$ cat src/rtl/alu_seq.sv
// alu_seq -- registered ALU with an iterative shift-add multiplier.
//
// Executes one operation per accepted request. Logic/arithmetic ops finish at
// the edge that samples start. MUL iterates for WIDTH cycles with busy high.
// out and Z are held in registers until the next completion.
//
// Ports:
//   clk    rising-edge clock
//   reset  synchronous, active-high reset
//   start  request strobe, sampled only when busy=0
//   ALUop  operation select (sampled with start)
//   Ain    operand A (sampled with start)
//   Bin    operand B (sampled with start); LSL uses Bin[SHW-1:0]
//   busy   high while a multiply is iterating
//   done   one-cycle pulse when out/Z update
//   out    registered result
//   Z      registered flags: [0] zero, [1] negative, [2] overflow
module alu_seq #(
  parameter int WIDTH = 16,
  parameter int SHW   = $clog2(WIDTH)
) (
  input  logic             clk,
  input  logic             reset,
  input  logic             start,
  input  logic [2:0]       ALUop,
  input  logic [WIDTH-1:0] Ain,
  input  logic [WIDTH-1:0] Bin,
  output logic             busy,
  output logic             done,
  output logic [WIDTH-1:0] out,
  output logic [2:0]       Z
);

  localparam int unsigned CW = $clog2(WIDTH + 1);

  typedef enum logic [2:0] {
    OP_ADD = 3'b000,
    OP_SUB = 3'b001,
    OP_AND = 3'b010,
    OP_NOT = 3'b011,
    OP_OR  = 3'b100,
    OP_XOR = 3'b101,
    OP_LSL = 3'b110,
    OP_MUL = 3'b111
  } op_e;

  typedef enum logic {
    IDLE,
    MUL
  } state_e;

  state_e             state, state_n;
  logic [CW-1:0]      cnt, cnt_n;
  logic [2*WIDTH-1:0] acc, acc_n;
  logic [2*WIDTH-1:0] mcand, mcand_n;
  logic [WIDTH-1:0]   mplier, mplier_n;
  logic [WIDTH-1:0]   out_n;
  logic [2:0]         z_n;
  logic               done_n;

  op_e                op;
  logic [WIDTH-1:0]   res;
  logic               ovf;
  logic [WIDTH-1:0]   sum;
  logic [WIDTH-1:0]   diff;
  logic [2*WIDTH-1:0] shl_full;
  logic [2*WIDTH-1:0] acc_step;

  assign op   = op_e'(ALUop);
  assign busy = (state == MUL);

  // Single-cycle result and overflow for the non-multiply ops.
  always_comb begin
    res      = '0;
    ovf      = 1'b0;
    sum      = Ain + Bin;
    diff     = Ain - Bin;
    shl_full = {{WIDTH{1'b0}}, Ain} << Bin[SHW-1:0];
    case (op)
      OP_ADD: begin
        res = sum;
        ovf = (Ain[WIDTH-1] == Bin[WIDTH-1]) && (sum[WIDTH-1] != Ain[WIDTH-1]);
      end
      OP_SUB: begin
        // Overflow of A + ~B + 1: signs of A and B differ and result sign flips.
        res = diff;
        ovf = (Ain[WIDTH-1] != Bin[WIDTH-1]) && (diff[WIDTH-1] != Ain[WIDTH-1]);
      end
      OP_AND: res = Ain & Bin;
      OP_NOT: res = ~Bin;
      OP_OR:  res = Ain | Bin;
      OP_XOR: res = Ain ^ Bin;
      OP_LSL: begin
        res = shl_full[WIDTH-1:0];
        ovf = |shl_full[2*WIDTH-1:WIDTH];
      end
      default: begin
        res = '0;
        ovf = 1'b0;
      end
    endcase
  end

  // Next-state and datapath update.
  always_comb begin
    state_n  = state;
    cnt_n    = cnt;
    acc_n    = acc;
    mcand_n  = mcand;
    mplier_n = mplier;
    out_n    = out;
    z_n      = Z;
    done_n   = 1'b0;
    acc_step = mplier[0] ? (acc + mcand) : acc;

    case (state)
      IDLE: begin
        if (start) begin
          if (op == OP_MUL) begin
            mcand_n  = {{WIDTH{1'b0}}, Ain};
            mplier_n = Bin;
            acc_n    = '0;
            cnt_n    = CW'(WIDTH);
            state_n  = MUL;
          end else begin
            out_n  = res;
            z_n    = {ovf, res[WIDTH-1], (res == '0)};
            done_n = 1'b1;
          end
        end
      end
      MUL: begin
        acc_n    = acc_step;
        mcand_n  = mcand << 1;
        mplier_n = mplier >> 1;
        cnt_n    = cnt - CW'(1);
        // Final iteration: publish the accumulator including this step's add.
        if (cnt == CW'(1)) begin
          out_n   = acc_step[WIDTH-1:0];
          z_n     = {(|acc_step[2*WIDTH-1:WIDTH]), acc_step[WIDTH-1],
                     (acc_step[WIDTH-1:0] == '0)};
          done_n  = 1'b1;
          state_n = IDLE;
        end
      end
      default: state_n = IDLE;
    endcase
  end

  always_ff @(posedge clk) begin
    if (reset) begin
      state  <= IDLE;
      cnt    <= '0;
      acc    <= '0;
      mcand  <= '0;
      mplier <= '0;
      out    <= '0;
      Z      <= '0;
      done   <= 1'b0;
    end else begin
      state  <= state_n;
      cnt    <= cnt_n;
      acc    <= acc_n;
      mcand  <= mcand_n;
      mplier <= mplier_n;
      out    <= out_n;
      Z      <= z_n;
      done   <= done_n;
    end
  end

endmodule

$ cat config.mk
export PLATFORM = sky130hd
export DESIGN_NAME = alu_seq
export DESIGN_NICKNAME = d
export VERILOG_FILES = /design/src/rtl/alu_seq.sv
export SDC_FILE = /design/constraint.sdc
export NUM_CORES = 1
export LEC_CHECK = 0
export CORE_UTILIZATION = 62
export DETAILED_ROUTE_END_ITERATION = 7
export HOLD_SLACK_MARGIN = 0.15
export PLACE_DENSITY_LB_ADDON = 0.15
export REMOVE_ABC_BUFFERS = 1
export SYNTH_ARGS = -nofsm -noshare
export SYNTH_HDL_FRONTEND = slang
export SYNTH_SLANG_ARGS = --single-unit
$ cat constraint.sdc
create_clock -name clk -period 4.55 [get_ports clk]
set_input_delay 0.91 -clock clk [delete_from_list [all_inputs] [get_ports clk]]
set_output_delay 0.91 -clock clk [all_outputs]
set_load 0.02 [all_outputs]
==> impl.org <==
** Clock network
- After clock tree synthesis, the clock-pin slew on the worst setup and hold paths is 0.08 ns.
- Hold-fix buffers at CTS :: 0
- Clock insertion delay at the later pin of the skew report :: 0.36 ns
- Total clock buffers created by CTS :: 9
- The H-tree was split into 3 levels.
- Post_cts resized :: 0
- CTS sink cnt :: 105
- TritonCTS built the clock tree.
- Clock tree synthesis selected as its root buffer the cell sky130_fd_sc_hd__clkbuf_16.
- The clock passes through at most 2 buffers.
- # Post-CTS Setup Buffers :: 0

** Die
- From bottom edge to top edge, the die measures 128 um.
- Effective utilization at floorplan :: 0.638
- Horizontal extent of the die :: 128 um
- Placement row count :: 45
- I/O pin cnt :: 59
- The region available for standard cell placement spans 15300 um^2.
- The floorplan step defined a die boundary enclosing 16300 um^2.

** Job
- Number of maximum-capacitance constraint violations :: 0

** Placement
- Counting tap cells, the placed design contains a total of 1544 instances.
- Detailed placement finished with a half-perimeter wire length of 22100 um.
- Number of port buffers :: 58
- Placer congestion estimate :: 0.982
- Post-place instance area :: 10600 um^2
- Worst-case setup slack after placement :: 0.225 ns

** Global routing
- GRT Total Usage :: 0.372
- In the global route stage, met3 resource usage came out at 0.0599.
- Number of antenna violations at the first check in global routing :: 0
- Most Used Layer, Global Route :: met2
- Via count of the first global-routing pass :: 9432
- Pin count of the biggest net entering global routing :: 73
- In the global route stage, met1 resource usage came out at 0.493.
- The first global-routing pass estimated 48100 um of wire.
- In the global route stage, met2 resource usage came out at 0.602.
- After global routing the overflow that remains totals 0.

** Critical path
- The worst setup path is captured at a flop.
- Counting both buffers and inverters, the worst setup path holds a total of 2.
- Critical path origin :: Bin[6]
- By instance count, the cell type seen most on the critical path is sky130_fd_sc_hd__o21ai_0.
- Setup slack on the worst flop-to-flop path :: 0.94 ns
- The worst setup path is launched from a primary input.
- On the critical path the largest part of the delay comes from compound AO/OA/AOI/OAI gates.
- For the worst setup path, the data required time is 4.86 ns.
- The worst register-to-register path has a depth of 12.
- Instance count on the critical path :: 13
- Arrival time of data at the critical path endpoint :: 4.33 ns
- Cell with the largest stage delay on the worst path :: sky130_fd_sc_hd__a221oi_1
- Worst reg2reg startpoint :: acc[0]
- Maximum fanout encountered on the critical timing path :: 7
- For this run, the slowest stage of the critical path takes 0.56 ns.
- The most critical setup path has its endpoint at Z[0].
- Reg-to-Reg End :: Z[2]
- The signal on the critical path passes through clkdlybuf4s50_1 -> inv_1 -> ha_1 -> nor2b_1 -> or3_1 -> a211oi_2 -> o21ai_0 -> o21ai_0 -> xor2_1 -> a221oi_1 -> nand4_1 -> nor4_1 -> a41o_1.
- Kind of critical path :: in -> reg

** Timing
- The final number of hold-violating endpoints came to 0.
- Transition time of the tightest slew-check pin :: 0.843 ns
- Number of max-slew violations in the final report :: 0
- Setup violations remaining at the end of the flow were counted as 0.
- Relative slew slack :: 0.436
- Setup total negative slack on the finished layout was measured at 0 ns.
- Dividing the final minimum period by the clock period gives 0.884.
- Setup slack on the critical path of the routed design comes to 0.527 ns.
- Clock Skew :: 0.0135 ns
- Final hold analysis gives a worst-case slack of 0.459 ns.
- Static timing analysis puts the maximum clock frequency at 249 MHz.
- Final period demand of the worst path :: 4.02 ns
- Setup repair after global routing left no endpoint under its margin.

** Pwr
- Internal power consumption :: 1.62 mW
- For this design the static power due to leakage is 4.58 nW.
- Switching portion of total power :: 0.339
- Clock share of power :: 0.333
- PD cells :: 225 nW/um^2
- Power, Total :: 2.45 mW
- The share of total power dissipated in sequential elements is 0.394.
- IR Drop Worst-Case VDD :: 0.198 mV
- In this run the power spent charging and discharging nets is 0.830 mW.
- Of the total power, combinational logic draws 0.274.

** Layout
- Of the cells placed in the final design, the portion with a size suffix greater than 1 is 0.0934.
- Antenna Diode Count :: 0
- Once layout is complete, the utilization of the core stands at 0.710.
- The net count of the finished layout is 1469.
- In the final layout, the multi-input gates occupy 7060 um^2.
- Fill cells in the final layout number 1321.
- Once layout is complete, the cells apart from fillers number 1560.
- Sequential cell area :: 2110 um^2
- From synthesis to final layout, the design area changed by 11.2%.
- Cell area after layout :: 10900 um^2

** Routing
- Remaining number of nets flagged by the antenna check after routing :: 0
- Vias post-DR :: 9893
- Detail-routed via count per cell :: 6.34
- Final Routed Wirelength :: 29400 um
- DRC :: 0
- Count of TritonRoute iterations in the first routing pass :: 6
- Detail-routed net length per standard cell :: 18.8 um
- Number of DRC markers after the initial detailed-route iteration :: 1208

** Min path
- The path class of the tightest hold or removal check is reg -> reg.

** Logic synthesis
- Avg Synthesized Cell Area :: 7.40 um^2
- By area the synthesized netlist is led by sky130_fd_sc_hd__dfxtp_1 22%, sky130_fd_sc_hd__ha_1 11%, sky130_fd_sc_hd__a21oi_1 9.6%.
- The cell area that synthesis handed to floorplanning was 9770 um^2.
- The synthesized design contains 105 register bits.
- Most frequent cell after synthesis :: sky130_fd_sc_hd__nor2_1
- Among all flip-flop cells after synthesis, the most frequent one is sky130_fd_sc_hd__dfxtp_1.
- Cell variety after synth :: 92
- In the synthesized netlist, the number of instances is 1320.
- Sequential element share of the synthesized area :: 0.215
- List of most frequent post-synthesis cells :: 199 x sky130_fd_sc_hd__nor2_1, 188 x sky130_fd_sc_hd__a21oi_1, 105 x sky130_fd_sc_hd__dfxtp_1, 94 x sky130_fd_sc_hd__nand2_1, 84 x sky130_fd_sc_hd__ha_1
- Of the post-synthesis cell area, the dominant cell type holds 0.215.
- Most area-hungry cell type in the Yosys netlist :: sky130_fd_sc_hd__dfxtp_1
- Counting flops with an async set or reset pin after synthesis yields a share of 0.
- Counting flops with a built-in enable in the synthesized netlist gives 0.
- Yosys printed 0 warnings.

** Run status
- The run finished with clean final reports.
==> registers in the layout (all words and copies together) (netlist names) <==
name	cells
mcand	32
mplier	16
busy	1
done	1
Z	3
acc	32
cnt	5
out	15
==> area by class of cell <==
class / count / area share
inverters: 62 / 0.0214
repair buffers: 101 / 0.0835
clock inverters: 6 / 0.00610
flip-flops and latches: 105 / 0.194
multi-input cells: 1065 / 0.649
clock buffers: 10 / 0.0220
well taps: 211 / 0.0243
==> logic make-up (layout without fill, tap and decap cells) <==
family,after synthesis,in the layout,synth area share
AOI/OAI and AO/OA,425,425,0.285
xor gates and xnor gates,36,36,0.0323
adders and majority gates,87,87,0.114
buffers and inverters,150,179,0.0630
DFF,105,105,0.215
muxes,57,57,0.0728
and+or+nand+nor,460,460,0.218
==> worst min-delay path: stages, from the launching register on <==
cell                      delay [ns]
sky130_fd_sc_hd__dfxtp_1        0.32
sky130_fd_sc_hd__nand2_1        0.05
sky130_fd_sc_hd__a21oi_1        0.05
==> power groups by stage <==
stage | registers (mW) | logic [mW] | clock network, mW
floorplan | 1.00 | 0.371 | 0
global placement | 0.984 | 0.648 | 0
finish | 0.963 | 0.669 | 0.814
global route | 0.966 | 0.723 | 0.868
CTS | 0.962 | 0.654 | 0.823
detailed placement | 0.984 | 0.650 | 0
==> layout by cell type (no fill, tap or decap), types with 13 or more instances in the layout <==
cell type	netlist	layout
sky130_fd_sc_hd__ha_1	84	84
sky130_fd_sc_hd__and3_1	25	25
sky130_fd_sc_hd__a21oi_1	188	188
sky130_fd_sc_hd__a21o_1	16	16
sky130_fd_sc_hd__inv_1	58	58
sky130_fd_sc_hd__nand3_1	27	27
sky130_fd_sc_hd__nor2b_1	17	17
sky130_fd_sc_hd__nand2b_1	13	13
sky130_fd_sc_hd__xnor2_1	23	23
sky130_fd_sc_hd__mux2_2	13	13
sky130_fd_sc_hd__nor2_1	199	199
sky130_fd_sc_hd__mux2i_1	34	34
sky130_fd_sc_hd__nor3_1	23	23
sky130_fd_sc_hd__dfxtp_1	105	104
sky130_fd_sc_hd__xor2_1	13	13
sky130_fd_sc_hd__buf_4	4	43
sky130_fd_sc_hd__o21ai_0	53	53
sky130_fd_sc_hd__nand4_1	16	16
sky130_fd_sc_hd__o211ai_1	14	14
sky130_fd_sc_hd__clkdlybuf4s50_1	0	56
sky130_fd_sc_hd__nand2_1	94	94
==> metal layers <==
metal | wire [um] | up-vias
li1 | - | 4820
met1 | 12800 | 4592
met2 | 13600 | 419
met3 | 2040 | 62
met4 | 887 | 0
met5 | 0 | -
==> how the worst min path moves through the flow <==
stage	cells after the start	startpoint	slack, ns	to
finish	2	out[3]	0.46	out[3]
global route	2	out[3]	0.48	out[3]
CTS	2	out[3]	0.46	out[3]
detailed placement	2	out[3]	0.45	out[3]
global placement	2	out[12]	0.44	out[12]
floorplan	2	mplier[1]	0.43	mplier[0]
Power figures use the tool's default switching activity.
